$ cat src/rtl/mem_stage_if.sv
// Data-bus bundle between the memory stage (master) and the data memory (slave).
interface mem_stage_if;
  logic        req;
  logic        we;
  logic [31:0] addr;
  logic [3:0]  be;
  logic [31:0] wdata;
  logic        gnt;
  logic        rvalid;
  logic [31:0] rdata;

  modport master (output req, we, addr, be, wdata, input gnt, rvalid, rdata);
  modport slave  (input req, we, addr, be, wdata, output gnt, rvalid, rdata);
endinterface

$ cat src/rtl/mem_stage.sv
// Memory-access stage: forwards ALU results to writeback after one register, and runs
// loads/stores over a req/gnt/rvalid data bus with byte-lane steering and sign extension.
module mem_stage #(
  parameter int DATA_W  = 32,
  parameter int RADDR_W = 5
) (
  input  logic               clk,
  input  logic               rst,
  input  logic               ex_valid_i,
  input  logic               rd_we_i,
  input  logic [DATA_W-1:0]  rd_data_i,
  input  logic [RADDR_W-1:0] rd_addr_i,
  input  logic [3:0]         mem_op_i,
  input  logic [DATA_W-1:0]  st_data_i,
  output logic               stall_o,
  output logic               misalign_o,
  mem_stage_if.master        dbus,
  output logic               wb_we_o,
  output logic [RADDR_W-1:0] wb_addr_o,
  output logic [DATA_W-1:0]  wb_data_o
);

  localparam logic [3:0] OP_LB  = 4'd1;
  localparam logic [3:0] OP_LH  = 4'd2;
  localparam logic [3:0] OP_LW  = 4'd3;
  localparam logic [3:0] OP_LBU = 4'd4;
  localparam logic [3:0] OP_LHU = 4'd5;
  localparam logic [3:0] OP_SB  = 4'd6;
  localparam logic [3:0] OP_SH  = 4'd7;
  localparam logic [3:0] OP_SW  = 4'd8;

  localparam logic [1:0] SZ_BYTE = 2'd0;
  localparam logic [1:0] SZ_HALF = 2'd1;
  localparam logic [1:0] SZ_WORD = 2'd2;

  typedef enum logic [1:0] {S_IDLE, S_REQ, S_WAIT} state_t;

  state_t state_q, state_d;

  logic        is_load, is_store, is_mem, mis, accept;
  logic [1:0]  sz;

  logic [31:0]        addr_p1;
  logic [3:0]         be_p1;
  logic [31:0]        wdata_p1;
  logic               we_p1;
  logic [1:0]         lane_p1;
  logic [3:0]         op_p1;
  logic [RADDR_W-1:0] rd_p1;

  function automatic logic [3:0] lane_enables(input logic [1:0] size, input logic [1:0] lane);
    case (size)
      SZ_BYTE: lane_enables = 4'b0001 << lane;
      SZ_HALF: lane_enables = 4'b0011 << lane;
      default: lane_enables = 4'b1111;
    endcase
  endfunction

  function automatic logic [31:0] replicate(input logic [1:0] size, input logic [31:0] data);
    case (size)
      SZ_BYTE: replicate = {4{data[7:0]}};
      SZ_HALF: replicate = {2{data[15:0]}};
      default: replicate = data;
    endcase
  endfunction

  function automatic logic [31:0] load_extend(input logic [3:0] op, input logic [1:0] lane,
                                              input logic [31:0] rdata);
    logic [31:0] shifted;
    shifted = rdata >> {lane, 3'b000};
    case (op)
      OP_LB:   load_extend = {{24{shifted[7]}}, shifted[7:0]};
      OP_LBU:  load_extend = {24'd0, shifted[7:0]};
      OP_LH:   load_extend = {{16{shifted[15]}}, shifted[15:0]};
      OP_LHU:  load_extend = {16'd0, shifted[15:0]};
      default: load_extend = shifted;
    endcase
  endfunction

  always_comb begin
    is_load  = 1'b0;
    is_store = 1'b0;
    sz       = SZ_WORD;
    case (mem_op_i)
      OP_LB, OP_LBU: begin is_load  = 1'b1; sz = SZ_BYTE; end
      OP_LH, OP_LHU: begin is_load  = 1'b1; sz = SZ_HALF; end
      OP_LW:         begin is_load  = 1'b1; sz = SZ_WORD; end
      OP_SB:         begin is_store = 1'b1; sz = SZ_BYTE; end
      OP_SH:         begin is_store = 1'b1; sz = SZ_HALF; end
      OP_SW:         begin is_store = 1'b1; sz = SZ_WORD; end
      default: ;
    endcase
    is_mem = is_load | is_store;
    mis    = ((sz == SZ_HALF) && rd_data_i[0]) || ((sz == SZ_WORD) && (rd_data_i[1:0] != 2'b00));
    accept = ex_valid_i && is_mem && !mis;
  end

  always_ff @(posedge clk or posedge rst) begin
    if (rst) state_q <= S_IDLE;
    else     state_q <= state_d;
  end

  // stall drops on the rvalid cycle so upstream advances exactly as the response lands
  always_comb begin
    state_d = state_q;
    stall_o = 1'b0;
    case (state_q)
      S_IDLE: begin
        stall_o = accept;
        if (accept) state_d = S_REQ;
      end
      S_REQ: begin
        stall_o = 1'b1;
        if (dbus.gnt) state_d = S_WAIT;
      end
      S_WAIT: begin
        stall_o = !dbus.rvalid;
        if (dbus.rvalid) state_d = S_IDLE;
      end
      default: state_d = S_IDLE;
    endcase
  end

  // p1: access latched at acceptance, writeback/misalign registered one cycle later
  always_ff @(posedge clk or posedge rst) begin
    if (rst) begin
      addr_p1    <= '0;
      be_p1      <= '0;
      wdata_p1   <= '0;
      we_p1      <= 1'b0;
      lane_p1    <= '0;
      op_p1      <= '0;
      rd_p1      <= '0;
      misalign_o <= 1'b0;
      wb_we_o    <= 1'b0;
      wb_addr_o  <= '0;
      wb_data_o  <= '0;
    end else begin
      misalign_o <= 1'b0;
      wb_we_o    <= 1'b0;
      case (state_q)
        S_IDLE: begin
          if (accept) begin
            addr_p1  <= {rd_data_i[31:2], 2'b00};
            be_p1    <= lane_enables(sz, rd_data_i[1:0]);
            wdata_p1 <= replicate(sz, st_data_i);
            we_p1    <= is_store;
            lane_p1  <= rd_data_i[1:0];
            op_p1    <= mem_op_i;
            rd_p1    <= rd_addr_i;
          end else if (ex_valid_i && is_mem) begin
            misalign_o <= 1'b1;
          end else if (ex_valid_i) begin
            wb_we_o   <= rd_we_i && (rd_addr_i != '0);
            wb_addr_o <= rd_addr_i;
            wb_data_o <= rd_data_i;
          end
        end
        S_WAIT: begin
          if (dbus.rvalid && !we_p1) begin
            wb_we_o   <= (rd_p1 != '0);
            wb_addr_o <= rd_p1;
            wb_data_o <= load_extend(op_p1, lane_p1, dbus.rdata);
          end
        end
        default: ;
      endcase
    end
  end

  always_comb begin
    dbus.req   = (state_q == S_REQ);
    dbus.we    = dbus.req ? we_p1    : 1'b0;
    dbus.addr  = dbus.req ? addr_p1  : '0;
    dbus.be    = dbus.req ? be_p1    : '0;
    dbus.wdata = dbus.req ? wdata_p1 : '0;
  end

endmodule

$ cat src/flat_wrapper.sv
// flat-port wrapper written by rule: the top's interface ports become plain ports
module mem_stage_flat 
#(
  parameter int DATA_W  = 32,
  parameter int RADDR_W = 5
)
  (clk, rst, ex_valid_i, rd_we_i, rd_data_i, rd_addr_i, mem_op_i, st_data_i, stall_o, misalign_o, wb_we_o, wb_addr_o, wb_data_o, dbus_req, dbus_we, dbus_addr, dbus_be, dbus_wdata, dbus_gnt, dbus_rvalid, dbus_rdata);
  mem_stage_if dbus_i ();
  input  logic clk;
  input  logic rst;
  input  logic ex_valid_i;
  input  logic rd_we_i;
  input  logic [DATA_W-1:0] rd_data_i;
  input  logic [RADDR_W-1:0] rd_addr_i;
  input  logic [3:0] mem_op_i;
  input  logic [DATA_W-1:0] st_data_i;
  output logic stall_o;
  output logic misalign_o;
  output logic wb_we_o;
  output logic [RADDR_W-1:0] wb_addr_o;
  output logic [DATA_W-1:0] wb_data_o;
  output wire logic [$bits(dbus_i.req)-1:0] dbus_req;
  output wire logic [$bits(dbus_i.we)-1:0] dbus_we;
  output wire logic [$bits(dbus_i.addr)-1:0] dbus_addr;
  output wire logic [$bits(dbus_i.be)-1:0] dbus_be;
  output wire logic [$bits(dbus_i.wdata)-1:0] dbus_wdata;
  input wire logic [$bits(dbus_i.gnt)-1:0] dbus_gnt;
  input wire logic [$bits(dbus_i.rvalid)-1:0] dbus_rvalid;
  input wire logic [$bits(dbus_i.rdata)-1:0] dbus_rdata;
  assign dbus_req = dbus_i.req;
  assign dbus_we = dbus_i.we;
  assign dbus_addr = dbus_i.addr;
  assign dbus_be = dbus_i.be;
  assign dbus_wdata = dbus_i.wdata;
  assign dbus_i.gnt = dbus_gnt;
  assign dbus_i.rvalid = dbus_rvalid;
  assign dbus_i.rdata = dbus_rdata;
  mem_stage #(.DATA_W(DATA_W), .RADDR_W(RADDR_W)) u_core (.clk(clk), .rst(rst), .ex_valid_i(ex_valid_i), .rd_we_i(rd_we_i), .rd_data_i(rd_data_i), .rd_addr_i(rd_addr_i), .mem_op_i(mem_op_i), .st_data_i(st_data_i), .stall_o(stall_o), .misalign_o(misalign_o), .dbus(dbus_i), .wb_we_o(wb_we_o), .wb_addr_o(wb_addr_o), .wb_data_o(wb_data_o));
endmodule
$ cat config.mk
export PLATFORM = sky130hd
export DESIGN_NAME = mem_stage_flat
export DESIGN_NICKNAME = d
export VERILOG_FILES = /design/src/rtl/mem_stage_if.sv /design/src/rtl/mem_stage.sv /design/src/flat_wrapper.sv
export SDC_FILE = /design/constraint.sdc
export NUM_CORES = 1
export LEC_CHECK = 0
export ABC_AREA = 1
export CORE_ASPECT_RATIO = 1.4
export CORE_MARGIN = 2
export CORE_UTILIZATION = 43
export CTS_CLUSTER_DIAMETER = 150
export CTS_CLUSTER_SIZE = 40
export DETAILED_ROUTE_END_ITERATION = 16
export PLACE_DENSITY = 0.78
export SYNTH_ARGS = -nofsm -noshare
export SYNTH_HDL_FRONTEND = slang
export SYNTH_SLANG_ARGS = --single-unit
$ cat constraint.sdc
create_clock -name clk -period 3.71 [get_ports clk]
set_input_delay 0.5565 -clock clk [delete_from_list [all_inputs] [get_ports clk]]
set_output_delay 0.5565 -clock clk [all_outputs]
set_load 0.01 [all_outputs]
==> results of run 1 <==
final timing paths:
| kind | to | slack (ps) |
|---|---|---|
| hold reg to reg | u_core.wdata_p1[15] | 470 |
| max in group asynchronous | u_core.wdata_p1[25] | 2180 |
| hold / removal | u_core.wdata_p1[15] | 470 |
| setup reg to reg | u_core.wb_data_o[10] | 1370 |
| setup / recovery | stall_o | 640 |
| min in group asynchronous | u_core.addr_p1[28] | 680 |
per-layer routing:
metal / GRT usage [%] / part of all wire, % / up-vias / wire (um)
li1: - / - / 3660 / -
met1: 30.8 / 38 / 3390 / 8660
met2: 47.2 / 51 / 294 / 11600
met3: 5.28 / 6.2 / 57 / 1400
met4: 12.7 / 4.0 / 0 / 909
met5: 0 / 0 / - / 0
layout by cell type, fill, tap and decap left out:
master / n
sky130_fd_sc_hd__nand2_1: 459
sky130_fd_sc_hd__clkdlybuf4s50_1: 218
sky130_fd_sc_hd__nor2_1: 151
sky130_fd_sc_hd__nand3_1: 141
sky130_fd_sc_hd__dfrtp_1: 119
sky130_fd_sc_hd__inv_1: 90
sky130_fd_sc_hd__clkbuf_16: 17
sky130_fd_sc_hd__o21ai_0: 12
sky130_fd_sc_hd__buf_4: 11
sky130_fd_sc_hd__inv_2: 10
sky130_fd_sc_hd__or2_2: 10
sky130_fd_sc_hd__clkinv_4: 6
sky130_fd_sc_hd__o211ai_1: 5
sky130_fd_sc_hd__nand2_2: 4
sky130_fd_sc_hd__clkinvlp_4: 4
sky130_fd_sc_hd__nor2_4: 3
sky130_fd_sc_hd__o21ai_1: 3
sky130_fd_sc_hd__buf_12: 3
sky130_fd_sc_hd__a21oi_1: 2
sky130_fd_sc_hd__conb_1: 2
sky130_fd_sc_hd__clkinv_2: 2
sky130_fd_sc_hd__bufinv_16: 2
sky130_fd_sc_hd__nor2_8: 1
sky130_fd_sc_hd__nor3_1: 1
sky130_fd_sc_hd__nand3_4: 1
sky130_fd_sc_hd__nor4_1: 1
sky130_fd_sc_hd__o22ai_1: 1
sky130_fd_sc_hd__inv_6: 1
sky130_fd_sc_hd__clkbuf_1: 1
sequential cells by signal, summed over array words and instances, names as in the netlist, 2 cells and up:
signal	flops
u_core.addr_p1	30
u_core.be_p1	4
u_core.state_q	2
u_core.wb_data_o	32
u_core.rd_p1	5
u_core.wb_addr_o	5
u_core.op_p1	4
u_core.lane_p1	2
u_core.wdata_p1	32
metrics by stage:
stage	setup slack [ps]	power (uW)	instance area, sq um
6_report	637	6080	9820
5_1_grt	498	6500	9820
4_1_cts	637	6110	9820
3_5_place_dp	648	4460	9230
3_3_place_gp	683	4410	9230
2_1_floorplan	1610	3430	6930
final cells by class:
cell class,instances,area [sq um]
Timing Repair Buffer,232,2320
Multi-Input combinational cell,797,3300
Clock inverter,14,154
Sequential cell,119,2980
Tap cell,196,245
Fill cell,1434,5860
Clock buffer,18,429
Inverter,101,383
kinds of logic after synthesis:
logic type,after synthesis,share of synthesized area (%)
DFF,119,43.0
and+or+nand+nor,772,45.5
AOI/OAI and AO/OA,23,1.86
other,1,0.0541
buffers and inverters,162,9.59
worst max-delay path: stages:
cell                              delay (ps)
sky130_fd_sc_hd__clkdlybuf4s50_1         610
sky130_fd_sc_hd__inv_2                    90
sky130_fd_sc_hd__nor2_1                   90
sky130_fd_sc_hd__nand2_1                  70
sky130_fd_sc_hd__nand2_2                 220
sky130_fd_sc_hd__nor2_8                   80
sky130_fd_sc_hd__nand2_1                 110
sky130_fd_sc_hd__nand3_4                  60
sky130_fd_sc_hd__nand3_1                  80
sky130_fd_sc_hd__clkdlybuf4s50_1         540
report_power, final:
group / leakage [uW] / internal [uW] / switching, uW
combinational: 0.00324 / 1030 / 1340
clock: 0.000276 / 992 / 630
sequential: 0.00148 / 1800 / 286
total: 0.00499 / 3820 / 2250
==> run summary, run 1 <==
The layout-stage area growth over the synthesis result came out at 41.7%. Power spread over the standard cell area amounts to 619 nW/um^2. The height of the chip is 154 um.

Setup repair after global routing left no endpoint under its margin. The critical path in this run is classified as in2out. The final HPWL from detailed placement is 16.4 mm. The final critical path takes up ~83% of the cycle. In this run the cell area of the synthesized design comes to between 6000 and 7000 sq um.

At the worst endpoint, the arrival time is approximately 2500 ps. On the final layout, the worst clock skew is just over 8 ps. Of all cell types, the one taking the most synthesized area is sky130_fd_sc_hd__dfrtp_1. The clock sink count came out at 119. After the flow finishes, the layout carries non-filler instances totaling 1477. The mean routed wirelength per cell came out at 15.3 um. In the routed layout, each cell is associated on average with a via count of 5.01. After synthesis, the cell types taking the most area are sky130_fd_sc_hd__dfrtp_1, sky130_fd_sc_hd__nand2_1, sky130_fd_sc_hd__nand3_1. The number of endpoints failing setup at the final stage is 0. The clock latency reported for the late side of the worst-skew pair is between 400 and 500 ps. In this run the tool buffered the top-level ports with ~220 buffer cells. The number of antenna diodes in the final layout is 0. The count of flip-flops with a built-in enable after synthesis is 0.

The die covers around 17000 sq um. The launching instance or port of the critical path is mem_op_i[0]. The fmax came out at roughly 330 MHz. The share of final-layout standard cells stronger than drive strength 1 is 5.85%. The number of cells on the worst reg-to-reg path is 10. Final hold analysis gives a worst-case slack of 468 ps. At the pin with the least slew margin, the transition time is 1000 ps. In this run, post-CTS repair resized a total of 0 instances. Counting flops and latches in the post-synthesis netlist gives roughly 120. The depth of the worst hold-timing path came out at 2.

The part of the Yosys area used for sequential elements is 43.0%. The flow ran to the end, and the final reports show no timing, DRC or antenna violations. The total count of max-transition violations in the final report came out at 0.

The overall routing resource usage came out at 26.7%. Once the clock tree was built, the setup fixing pass inserted 0 buffers. The count of warnings emitted by yosys came out at 0.

In this run the most critical hold path is launched from u_core.wdata_p1[15]. The total leakage power came out at approximately 0.005 uW. For this run, the share of the core covered by cells in the final layout is 62.6%. In this run the number of H-tree levels came out at 4. The total overflow left after global routing is 0. Counting flops with an async set or reset pin after synthesis yields a share of 100%. The main flop type after synthesis is sky130_fd_sc_hd__dfrtp_1. The post-detailed-route count of antenna-violating nets is 0. The smallest clock period supported by the final layout is computed as 3070 ps.

The initial antenna violation count is 0. The clock passes through at most 2 buffers. For the worst setup path, the data required time is 3150 ps.

The capturing element type of the critical path is a primary output. The count of endpoints failing hold in the final timing report is 0. The type of element launching the critical path is a primary input. The number of distinct library cells after synthesis is 25. The global-route wire length before repair came out at around 36 mm. The first-pass iteration count of the detailed router is 5. The TritonCTS buffer count is 17.

The final setup TNS came out at 0 ps. The top-area cell type share of the netlist area came out at 43.0%. Summed over all layers, the routed wires come to 22.6 mm. The worst ir drop on vdd came out at ~360 uV. After floorplanning, the core was divided into 54 placement rows. The path class of the tightest hold or removal check is reg2reg. The clock-pin transition on the worst setup and hold timing paths is 50 ps. The layout net count came out at 1379. The most numerous cell in the Yosys netlist is sky130_fd_sc_hd__nand2_1. The worst max-slew margin expressed relative to the limit came out at 32.9%. The number of cells after detailed placement came out at 1445. The cell count after synthesis came out at about 1.1k.

The total core area is about 16000 sq um. The biggest fanout along the worst timing path came out at 9. The worst register-to-register path begins at u_core.lane_p1[0]. The detailed router placed 7401 vias in this run.

TritonCTS built the clock tree. The initial cell density of the core is 44.2%. The initial detailed-routing violation count came out at 551. In this run the mean area of a mapped cell was 6.43 sq um. The detailed-route DRC error count came out at 0. The number of maximum-capacitance violations came out at 0.

The number of hold buffers added after CTS was 0. The horizontal die dimension is ~110 um. The count of boundary I/O pins is 221. The largest net degree at the start of global routing came out at 80. The commonest cells after synthesis are sky130_fd_sc_hd__nand2_1, sky130_fd_sc_hd__nor2_1, sky130_fd_sc_hd__nand3_1, sky130_fd_sc_hd__dfrtp_1, sky130_fd_sc_hd__inv_1. The number of global-route vias before repair came out at 7162. The routability congestion estimate is 0.885.

The cell sitting at the root of the clock tree is a sky130_fd_sc_hd__clkbuf_16.
Note: power is estimated with default switching activity, not from simulation.
==> inputs of run 2 (changes only) <==
- CORE_UTILIZATION: 43 -> 47
- PLACE_DENSITY: 0.78 -> 0.81
- clock period: 3.71 -> 3.03 ns (I/O delays scaled with it)
==> run summary, run 2 (synthesized netlist as in run 1, its figures left out) <==
The total design power is about 7400 uW. Fill cells in the final layout number 1284. The first-pass iteration count of the detailed router came out at 5. The worst max-slew margin expressed relative to the limit came out at 35.0%. The library cells used most frequently in the layout, excluding fill and tap cells, are sky130_fd_sc_hd__nand2_1, sky130_fd_sc_hd__clkdlybuf4s50_1, sky130_fd_sc_hd__nor2_1.

The number of cells after detailed placement is 1440. The reported net switching power is 2700 uW. The initial detailed-routing violation count is 433. The ratio of final minimum period to clock period is 94.3%. The standard-cell row count is 52. The design internal power is 4710 uW.

Among the stages of the critical path, the cell type that occurs most often is sky130_fd_sc_hd__nor2_1. Data on the critical path is required at its endpoint by 2580 ps. The fmax is 350 MHz. The total count of max-transition violations in the final report came out at 0. The type of element launching the critical path is a flip-flop.

The area of the die is 15700 sq um. The number of buffers and inverters on the critical path is 4. The number of buffers inserted for hold repair after clock tree synthesis is 0. The tool flagged a number of max-cap violations equal to 0. The flow ran to the end, and the final reports show no timing, DRC or antenna violations. Summing over every cut layer, the via total after detailed routing is between 7k and 8k. The filler-free cell count of the finished design came out at roughly 1.5k. The logic gate share of total power came out at around two fifths.

After detailed placement, the total cell area comes to 9240 sq um. The clock-pin transition on the worst setup and hold timing paths came out at 60 ps. After clock tree synthesis, the repair step resized 0 gates. Setup violations remaining at the end of the flow were counted as 0. The number of global-route vias before repair came out at 7165. The total area inside the core boundary comes to 14400 sq um.

Relative to the synthesized area, the layout overhead comes to 41.6%. The pre-CTS setup slack came out at 203 ps. The layout net count is ~1.4k. The initial antenna violation count was 1. The delay contributed by the slowest stage of the critical path came out at a little under 600 ps.

In the final layout, the registers with the most flip-flops are u_core.wb_data_o x32, u_core.wdata_p1 x32, u_core.addr_p1 x30. The routed wire length came out at 22.1 mm. The transition time of the tightest slew-check pin is just under 1000 ps.

The final HPWL from detailed placement came out at 15.7 mm. The first global-routing pass estimated 35.4 mm of wire. The horizontal die dimension is ~110 um. The worst setup path is captured at a primary output. The total grt overflow came out at 0. From bottom edge to top edge, the die measures approximately 150 um.

Along the worst path, the maximum fanout reaches 67. On the critical path the largest part of the delay comes from buffers and inverters. For the worst-skew pair, the clock arrives at the later sink with an insertion delay of 410 ps. The final worst-path setup slack is 173 ps. The count of boundary I/O pins came out at 221.

Sequential cells account for 34.6% of the total power. The share of final-layout standard cells stronger than drive strength 1 is 5.77%. The arrival time of the worst setup path came out at 2400 ps. The count of endpoints failing hold in the final timing report came out at 0. The worst-case clock skew came out at 8.37 ps. The TritonCTS buffer count is 17. The largest net degree at the start of global routing is 80. The switching part of the total power came out at 36.4%. The mean routed wirelength per cell is 15.0 um. The library cell used most frequently in the layout, excluding fill and tap cells, is sky130_fd_sc_hd__nand2_1. The finished cells cover a little under 10000 sq um. In this run the tool buffered the top-level ports with 218 buffer cells. The total leakage power is 0.00501 uW. TritonCTS built the clock tree. The clock network power share came out at about a quarter.

The maximum root-to-sink buffer count came out at 2. The final setup TNS came out at 0 ps. The clock sink count came out at between 100 and 150.

The path class of the lowest-slack min-delay path is in2async. The detailed-route DRC error count came out at 0. The routability congestion estimate is between 0.8 and 0.9. The per-cell via count in the routed design came out at 5.05. The critical path goes through inv_1 -> nor2_1 -> inv_2 -> buf_4 -> nor2_1 -> clkdlybuf4s50_1. The initial utilization of the core area, before any placement, comes to 47.9%.

On the critical path, the stage with the largest delay is an instance of sky130_fd_sc_hd__clkdlybuf4s50_1. The clock tree root driver cell is sky130_fd_sc_hd__clkbuf_16. The number of cells on the worst reg-to-reg path is 9. The H-tree was split into 4 levels. The post-detailed-route count of antenna-violating nets is 0.

For the finished layout, the period the worst path requires is 2860 ps. The power density over the cells is 755 nW/um^2. The worst ir drop on vdd came out at 351 uV. The number of gates on the worst path with buffers counted came out at 6. After clock tree synthesis, the setup repair step added 0 buffers. Global routing used 28.5% of the available tracks. Setup repair after global routing left no endpoint under its margin. By startpoint and endpoint, the worst setup path is classified as reg2out.
==> run 2: cell types whose count changed in the layout (fill, tap and decap cells not counted), sizes merged <==
cell and change:
diode +1, clkinv -2, clkinvlp -2, buf +2, inv -1, clkbuf +4
==> run 2: metrics by stage <==
stage	hold slack [ps]	utilization [%]
after CTS	341	67.9
final	344	67.9
after global routing	364	67.9
after global placement	455	64.0
after floorplan	442	-
after detailed placement	458	64.0
==> run 2: cell type report <==
class / count / area (sq um) / share of cell area, %
Tap cell: 189 / 236 / 2.41
Antenna cell: 1 / 2.50 / 0.0255
Clock buffer: 22 / 464 / 4.73
Multi-Input combinational cell: 797 / 3300 / 33.7
Sequential cell: 119 / 2980 / 30.4
Timing Repair Buffer: 234 / 2340 / 23.9
Inverter: 101 / 383 / 3.90
Clock inverter: 9 / 101 / 1.03
==> run 2: power by group through the flow <==
stage	clock network [uW]	logic [uW]	registers, uW
after floorplan	0	1600	2600
after global placement	0	2830	2560
after detailed placement	0	2890	2580
after CTS	1980	2910	2560
after global routing	2050	3240	2630
final	1960	2890	2560
==> run 2: worst paths after layout <==
path	from	to	slack, ps
worst max-delay path	u_core.state_q[0]	dbus_addr[29]	170
worst min-delay path	rst	u_core.rd_p1[2]	340
worst max register to register	u_core.lane_p1[0]	u_core.wb_data_o[12]	740
worst min register to register	u_core.wdata_p1[15]	u_core.wdata_p1[15]	480
max in group asynchronous	rst	u_core.wb_data_o[15]	2080
min in group clk	u_core.wdata_p1[15]	u_core.wdata_p1[15]	480
==> run 2: per-layer routing <==
metal  global-route usage, %  up-vias  routed length (um)
li1                        -     3661                   -
met1                    32.9     3444                8410
met2                    50.4      278               11400
met3                    6.79       55                1530
met4                    11.8        0                 758
met5                       0        -                   0
